**src/rtl/seg7_reader.sv**
```systemverilog
// seg7_reader: glitch-filtered readback of an active-low 7-segment priority-encoder display
module seg7_reader #(
    parameter int STABLE = 4
) (
    input  logic       clk,
    input  logic       clrn,
    input  logic [6:0] seg_n,
    input  logic       hold,
    output logic [3:0] digit,
    output logic [2:0] y,
    output logic       z,
    output logic       act,
    output logic       err,
    output logic       upd,
    output logic [7:0] chg_cnt
);
    localparam logic [7:0] STB = 8'(STABLE);
    localparam logic [6:0] BLANK = 7'b1111111;
    logic [6:0] s1, s2, pend, cur;
    logic [7:0] cnt, cnt_nx;
    logic       commit;
    logic [9:0] dec;
    // commit on the edge where the count reaches STABLE, so input-to-output latency is STABLE+2
    always_comb begin
        cnt_nx = (s2 != pend) ? 8'd1 : (!hold && cnt < STB) ? cnt + 8'd1 : cnt;
        commit = (cnt_nx == STB) && !hold && (s2 != cur);
        case (s2)
            7'b0000001: dec = {4'd0, 3'd0, 3'b010};
            7'b1001111: dec = {4'd1, 3'd0, 3'b110};
            7'b0010010: dec = {4'd2, 3'd1, 3'b110};
            7'b0000110: dec = {4'd3, 3'd2, 3'b110};
            7'b1001100: dec = {4'd4, 3'd3, 3'b110};
            7'b0100100: dec = {4'd5, 3'd4, 3'b110};
            7'b1100000: dec = {4'd6, 3'd5, 3'b110};
            7'b0001111: dec = {4'd7, 3'd6, 3'b110};
            7'b0000000: dec = {4'd8, 3'd7, 3'b110};
            7'b0001100: dec = {4'd9, 3'd0, 3'b011};
            BLANK:      dec = {4'd0, 3'd0, 3'b000};
            default:    dec = {4'd0, 3'd0, 3'b011};
        endcase
    end
    always_ff @(posedge clk or negedge clrn) begin
        if (!clrn) begin
            s1 <= BLANK;
            s2 <= BLANK;
            pend <= BLANK;
            cur <= BLANK;
            cnt <= 8'd0;
            {digit, y, z, act, err} <= 10'd0;
            upd <= 1'b0;
            chg_cnt <= 8'd0;
        end else begin
            s1 <= seg_n;
            s2 <= s1;
            pend <= s2;
            cnt <= cnt_nx;
            upd <= commit;
            if (commit) begin
                cur <= s2;
                {digit, y, z, act, err} <= dec;
                chg_cnt <= chg_cnt + 8'd1;
            end
        end
    end
endmodule
```
**config.mk**
```make
export PLATFORM = sky130hd
export DESIGN_NAME = seg7_reader
export DESIGN_NICKNAME = d
export VERILOG_FILES = /design/src/rtl/seg7_reader.sv
export SDC_FILE = /design/constraint.sdc
export NUM_CORES = 1
export LEC_CHECK = 0
export ABC_AREA = 1
export BUFFER_PORTS_ARGS = -buffer_cell sky130_fd_sc_hd__buf_2
export CORE_ASPECT_RATIO = 0.8
export CORE_UTILIZATION = 35
export CTS_BUF_LIST = sky130_fd_sc_hd__clkbuf_8 sky130_fd_sc_hd__clkbuf_16
export DETAILED_ROUTE_END_ITERATION = 8
export GPL_TIMING_DRIVEN = 0
export PLACE_DENSITY = 0.65
export SYNTH_ARGS = -nofsm -noshare
export SYNTH_HDL_FRONTEND = slang
export SYNTH_SLANG_ARGS = --single-unit
```
**constraint.sdc**
```tcl
create_clock -name clk -period 1.9 [get_ports clk]
set_input_delay 0.38 -clock clk [delete_from_list [all_inputs] [get_ports clk]]
set_output_delay 0.38 -clock clk [all_outputs]
set_load 0.03 [all_outputs]
```
==> flow_summary.json, run 1 <==
{
  "outcome": "finished with violations",
  "violations": "setup timing",
  "area_growth_pct": 28.88,
  "avgViaCountPerCell": 4.706,
  "design.die.area_um2": 7765,
  "route.detailed.drc": 0,
  "vdd_drop_max_uv": 431.2,
  "fin_worst_skew_ps": 7.913,
  "via_count": 2052,
  "netlist_area_um2": 2595,
  "finalHoldViolCount": 0,
  "period_minus_slack_ps": 1972,
  "num_rows": 27,
  "tightest_slew_ps": 687.2,
  "grt.overflow.total": 0,
  "synth_top_cell_by_area": "dfstp_2",
  "crit_fanout": 5,
  "final_cell_count_no_fill": 436,
  "synthCells": 288,
  "power_frac_clock": 0.350,
  "ctsLongestPathBuffers": 2,
  "arrival_ps": 2190,
  "synth_area_leaders": "dfstp_2, dfrtp_1, nand2_1",
  "synth_nets": 300,
  "grt_setup_unrepaired": "true",
  "rrSetupSlack_ps": -70,
  "seq_power_share": 0.583,
  "worstPathRequired_ps": 2110,
  "finalSetupTns_ps": -1068,
  "ant_nets": 0,
  "cts_buffers": 5,
  "clock_sinks": 55,
  "hold_class": "in -> async",
  "fill_cells": 672,
  "fin_nets": 360,
  "maxCapViolCount": 0,
  "critPathLaunchType": "flop",
  "antenna_found_initial": 0,
  "drive_gt1_frac": 0.4384,
  "port_buffers": 28,
  "clk_pin_slew_ps": 100,
  "end_kind": "flop",
  "postSynthAreaPerCell_um2": 9.010,
  "gp_congestion": 0.9050,
  "p_sw_uw": 498.6,
  "place_inst": 403,
  "crit_type": "reg -> reg",
  "multi_input_area_um2": 1060,
  "rr_worst_depth": 15,
  "drtIter0Drc": 63,
  "finish.instance_area_um2": 3344,
  "cts_htree_levels": 2,
  "grt_max_degree": 56,
  "relSlewSlack": 0.5419,
  "n_antenna_cell": 0,
  "hpwl_mm": 3.423,
  "netSwitchingFraction": 0.2368,
  "yosysSeqAreaShare": 0.5439,
  "postRouteWirelength_mm": 5.369,
  "internal-power_uw": 1607,
  "start_util": 0.3693,
  "clockRootBuffer": "clkbuf_8",
  "clock_latency_ps": 310,
  "dr.pass1.iters": 6,
  "fmax_ghz": 0.5072,
  "boundaryPins": 29,
  "utilization": 0.4760,
  "grt_pass1_vias": 2086,
  "grt_pass1_wl_mm": 9.459,
  "tritoncts": "done",
  "synth_top_area_share": 0.2835,
  "track_usage": 0.1525,
  "die_width_um": 98.27,
  "die_h_um": 79.02,
  "p_per_area_nw_per_um2": 629.6,
  "dpl-instance-area_um2": 2844,
  "worst_slack_ps": -71.75,
  "synth_cell_type_count": 26,
  "regArea_um2": 1411,
  "leakagePower_uw": 0.001672,
  "synth-seq-cells": 55,
  "finalMaxSlewViolations": 0,
  "yosysWarningCount": 0,
  "setup_viol": 23,
  "coreArea_um2": 7027,
  "fin_crit_sh": 1.038,
  "wl_per_cell_um": 12.31,
  "p_comb_frac": 0.067
}
==> worst max-delay path, cell delays in order, from the launching register on <==
cell	delay, ps
dfstp_2	570
buf_6	120
nand2_1	50
nand2_1	50
nor2_1	40
nand2_1	90
nor2_4	50
buf_6	120
inv_4	80
nor2_4	40
nor2_4	130
nand3_4	130
buf_12	170
buf_16	140
nand2_4	50
o21ai_2	40
==> worst paths after layout <==
kind / start / endpoint
max: s2[2] / digit[2]
max reg2reg: s2[2] / digit[2]
min: clrn / cnt[1]
max in group asynchronous: clrn / digit[0]
min reg2reg: s1[4] / s2[4]
min in group clk: seg_n[5] / s1[5]
==> flip-flops by register name (all words and copies together) (netlist names) <==
signal	flops
digit	4
act	1
upd	1
err	1
s1	7
cnt	8
s2	7
z	1
cur	7
chg_cnt	8
y	3
pend	7
==> per-stage QoR <==
stage	hold WS (ps)	worst slack (ps)	total power, uW
after global placement	346.1	-216.6	1357
after floorplan	84.41	27.26	1309
after CTS	139.8	-117.1	2124
after detailed placement	347.5	-220.0	1360
after global routing	125.2	-218.8	2205
final	91.23	-71.75	2106
==> synth_stat cells, drive strengths merged <==
library cell and n:
o21bai 1, o21ai 16, nand4 9, a21oi 3
nand2 88, buf 6, ha 2, dfrtp 27
xnor2 4, clkinv 1, nor3 10, o31ai 1
nand3 18, or2 1, nor2 28, a31oi 1
dfstp 28, xor2 5, inv 39
==> metal layers <==
metal / track usage / up-vias / part of all wire
met5: 0 / - / 0
met4: 0.03881 / 0 / 0.0086
met3: 0.03257 / 7 / 0.034
met2: 0.2542 / 38 / 0.48
met1: 0.2032 / 982 / 0.48
li1: - / 1025 / -
==> repair_timing <==
| action | CTS | global route |
|---|---|---|
| gates resized for setup | 26 | 15 |
| cloned | 4 | 0 |
| endpoints found under the setup margin | 26 | 26 |
| setup buffers | 20 | 2 |
| pin swaps | 11 | 9 |
| hold buffers | 0 | 0 |
==> power groups by stage <==
stage / sequential (uW) / combinational (uW) / clock, uW
global route: 1230 / 161 / 812
finish: 1230 / 141 / 736
global placement: 1250 / 104 / 0
CTS: 1230 / 136 / 761
floorplan: 1250 / 61.2 / 0
detailed placement: 1250 / 105 / 0
==> cell type report <==
class	instances	share of cell area
repair buffers	54	0.1306
flip-flops and latches	55	0.4220
clock buffers	6	0.02806
multi-input cells	187	0.3169
well taps	87	0.03255
inverters	40	0.04639
plain buffers	5	0.01945
clock inverters	2	0.004115
==> placed cells by master (no fill, tap or decap), types with 3 or more instances in the layout <==
master | synthesis | layout
inv_2 | 12 | 11
buf_16 | 0 | 3
dfrtp_1 | 27 | 27
dfstp_2 | 28 | 28
nor3_1 | 10 | 8
inv_1 | 27 | 27
nand3_1 | 17 | 15
xnor2_1 | 4 | 3
nor2_4 | 4 | 4
nor2_1 | 24 | 23
buf_4 | 2 | 17
a21oi_1 | 3 | 3
nand2_1 | 79 | 70
nand2_2 | 9 | 14
buf_2 | 1 | 27
o21ai_2 | 15 | 14
buf_6 | 3 | 9
nand4_1 | 9 | 9
nand2_4 | 0 | 4
clkbuf_8 | 0 | 5
xor2_1 | 5 | 5
==> kinds of logic (layout without fill, tap and decap cells) <==
group                      after synthesis  after routing  synth area share
and+or+nand+nor                        154            154            0.2710
AOI/OAI and AO/OA                       22             22           0.06654
adders and majority gates                2              2          0.009642
xor gates and xnor gates                 9              9           0.03037
DFF                                     55             55            0.5439
buffers and inverters                   46            107           0.07859
No activity file was read; power rests on OpenSTA's default activity.
==> run 2, diff against run 1 <==
ABC_AREA = default   (was 1)
==> run 2 against run 1 <==
Against the previous run: the flow still finishes with violations (setup timing); worst setup slack got worse by 59 ps; register-to-register slack worse by 60 ps; non-clock buffer count unchanged; clock skew about the same; via count decreased by 16%; largest cell class unchanged; largest power group unchanged; highest routed layer unchanged.
==> flow_summary.json, run 2 <==
{
  "grt.overflow.total": 0,
  "yosys.cell_count.top_type": "dfstp_2",
  "top_regs": "chg_cnt: 8 flops, cnt: 8 flops",
  "violations": "setup timing",
  "rrSetupSlack_ps": -130,
  "fin_crit_sh": 1.069,
  "synthXorXnorAreaFrac": 0.08750,
  "gp_congestion": 0.8922,
  "fin_nets": 270,
  "leakagePower_uw": 0.001467,
  "worst_slack_ps": -130.7,
  "wl_per_cell_um": 14.43,
  "worstPathRequired_ps": 2110,
  "p_per_area_nw_per_um2": 645.5,
  "drtIter0Drc": 109,
  "finalMaxSlewViolations": 0,
  "synth_top_family_by_area": "simple AND/OR/NAND/NOR gates",
  "power.total_uw": 2079,
  "arrival_ps": 2240,
  "die_width_um": 96.54,
  "maxCapViolCount": 0,
  "fill_cells": 651,
  "crit_type": "reg -> reg",
  "synth_top_area_share": 0.2940,
  "cts_hold_buf": 0,
  "synthSimpleGateAreaFrac": 0.1525,
  "crit_end": "y[2]",
  "die_h_um": 77.63,
  "ctsLongestPathBuffers": 2,
  "area_growth_pct": 28.70,
  "final_cell_count_no_fill": 346,
  "vdd_drop_max_uv": 284.5,
  "postSynthAreaPerCell_um2": 12.09,
  "synth-edff-count": 0,
  "finalSetupTns_ps": -1817,
  "dr.pass1.iters": 4,
  "synthTopCellsByCount": "dfstp_2, dfrtp_1, nor2_1",
  "r2r-start": "s2[5]",
  "avgViaCountPerCell": 4.965,
  "synth_compound_area_frac": 0.06850,
  "coreArea_um2": 6892,
  "start_util": 0.3631,
  "path_buf_inv": 2,
  "synth_area_leaders": "dfstp_2, dfrtp_1, xor2_1",
  "critPathLaunchType": "flop",
  "cpPeakStageDelay_ps": 610,
  "track_usage": 0.1344,
  "fin_worst_skew_ps": 7.933,
  "n_antenna_cell": 0,
  "boundaryPins": 29,
  "netlist_area_um2": 2502,
  "rr_worst_depth": 7,
  "clock_latency_ps": 320,
  "crit_chain": "buf_6 -> xnor2_2 -> nand4_1 -> nor4_4 -> nand2_4 -> buf_12 -> mux2_4",
  "synthAdderAreaFrac": 0.01000,
  "antenna_found_initial": 0,
  "hpwl_mm": 3.031,
  "place_ws_ps": -367.7,
  "slowest_stage": "dfstp_2",
  "synth_cell_type_count": 44,
  "worst-path-stages": 7,
  "num_rows": 27,
  "timing.rr.end": "y[2]",
  "cts_htree_levels": 2,
  "tritoncts": "done",
  "clockRootBuffer": "clkbuf_8",
  "cts_buffers": 5,
  "async_reset_ff_frac": 1.000,
  "grt_pass1_vias": 1557,
  "fmax_ghz": 0.4924,
  "grt_max_degree": 56,
  "design.die.area_um2": 7494,
  "yosysWarningCount": 0,
  "ant_nets": 0,
  "finalHoldViolCount": 0,
  "yosysSeqAreaShare": 0.5640,
  "hold_class": "in -> reg",
  "route.detailed.drc": 0,
  "crit_fanout": 7,
  "setup_viol": 24,
  "place_inst": 322,
  "outcome": "finished with violations",
  "final_cell_mix": "buf_2, dfstp_2, dfrtp_1",
  "drive_gt1_frac": 0.5174,
  "period_minus_slack_ps": 2031,
  "synth-seq-cells": 55,
  "synthCells": 207,
  "relSlewSlack": 0.1938,
  "ys.flop_type": "dfstp_2",
  "crit_path_start": "s2[5]",
  "cp_top_family": "simple AND/OR/NAND/NOR gates",
  "port_buffers": 28,
  "postRouteWirelength_mm": 4.994,
  "grt_pass1_wl_mm": 7.762,
  "via_count": 1718,
  "clock_sinks": 55,
  "grt_setup_unrepaired": "true",
  "muxShareOfSynthArea": 0.08150,
  "layout_commonest_cell": "buf_2",
  "clk_pin_slew_ps": 110,
  "synth_top_cell_by_area": "dfstp_2",
  "end_kind": "flop",
  "synth_nets": 219,
  "tightest_slew_ps": 1209
}
## run 2: cell types whose count changed after synthesis, moves of 8 or more
cell / delta
nand2_2: -8
o21ai_2: -15
nand2_1: -76
xor2_1: +8
inv_1: -22
xnor2_1: +8
nor2_1: -8
inv_2: -12
## run 2: logic make-up after synthesis
logic type,Yosys count
AND/OR/NAND/NOR,65
flip-flops,55
XOR/XNOR,25
AO/OA/AOI/OAI,23
buffers and inverters,20
multiplexers,17
adder cells (fa/ha/maj),2
## run 2: cell type report
cell class / count / area [um^2] / share of cell area
clock inverter: 3 / 26.28 / 0.008159
timing repair buffer: 46 / 320.3 / 0.09946
clock buffer: 5 / 68.82 / 0.02137
multi-input combinational: 132 / 1160 / 0.3601
inverter: 5 / 18.77 / 0.005828
buffer: 13 / 106.4 / 0.03302
tap: 87 / 108.9 / 0.03380
sequential: 55 / 1411 / 0.4382
## run 2: per-stage QoR
stage                     area, um^2  utilization  hold WS [ps]
after floorplan                 2502            -         84.41
after global placement          2751       0.3992         346.0
after detailed placement        2751       0.3992         347.2
after CTS                       2997       0.4348         136.5
after global routing            3221       0.4673         125.8
final                           3221       0.4673         147.3
## run 2: worst min path at each step
stage	start	to	slack (ps)	cells past startpoint
floorplan	clrn	act	80	0
global placement	s1[4]	s2[4]	350	0
detailed placement	s1[0]	s2[0]	350	0
CTS	seg_n[3]	s1[3]	140	1
global route	seg_n[1]	s1[1]	130	1
finish	seg_n[5]	s1[5]	150	1
## run 2: layer usage
layer,global-route usage,up-vias,wire [um]
li1,-,820,-
met1,0.1996,854,2471
met2,0.1894,38,2290
met3,0.03725,6,182
met4,0.03824,0,50
met5,0,-,0
## run 2: repair_timing
| action | in CTS | in global routing |
|---|---|---|
| setup endpoints to repair | 34 | 33 |
| resized for setup | 18 | 42 |
| buffers inserted | 10 | 5 |
| pin swaps | 7 | 10 |
| cloned | 1 | 2 |
## run 2: where the power goes
group / total, uW / switching [uW] / internal, uW
Clock: 688 / 416 / 272
Combinational: 157 / 95.4 / 62.0
Sequential: 1230 / 20.8 / 1210
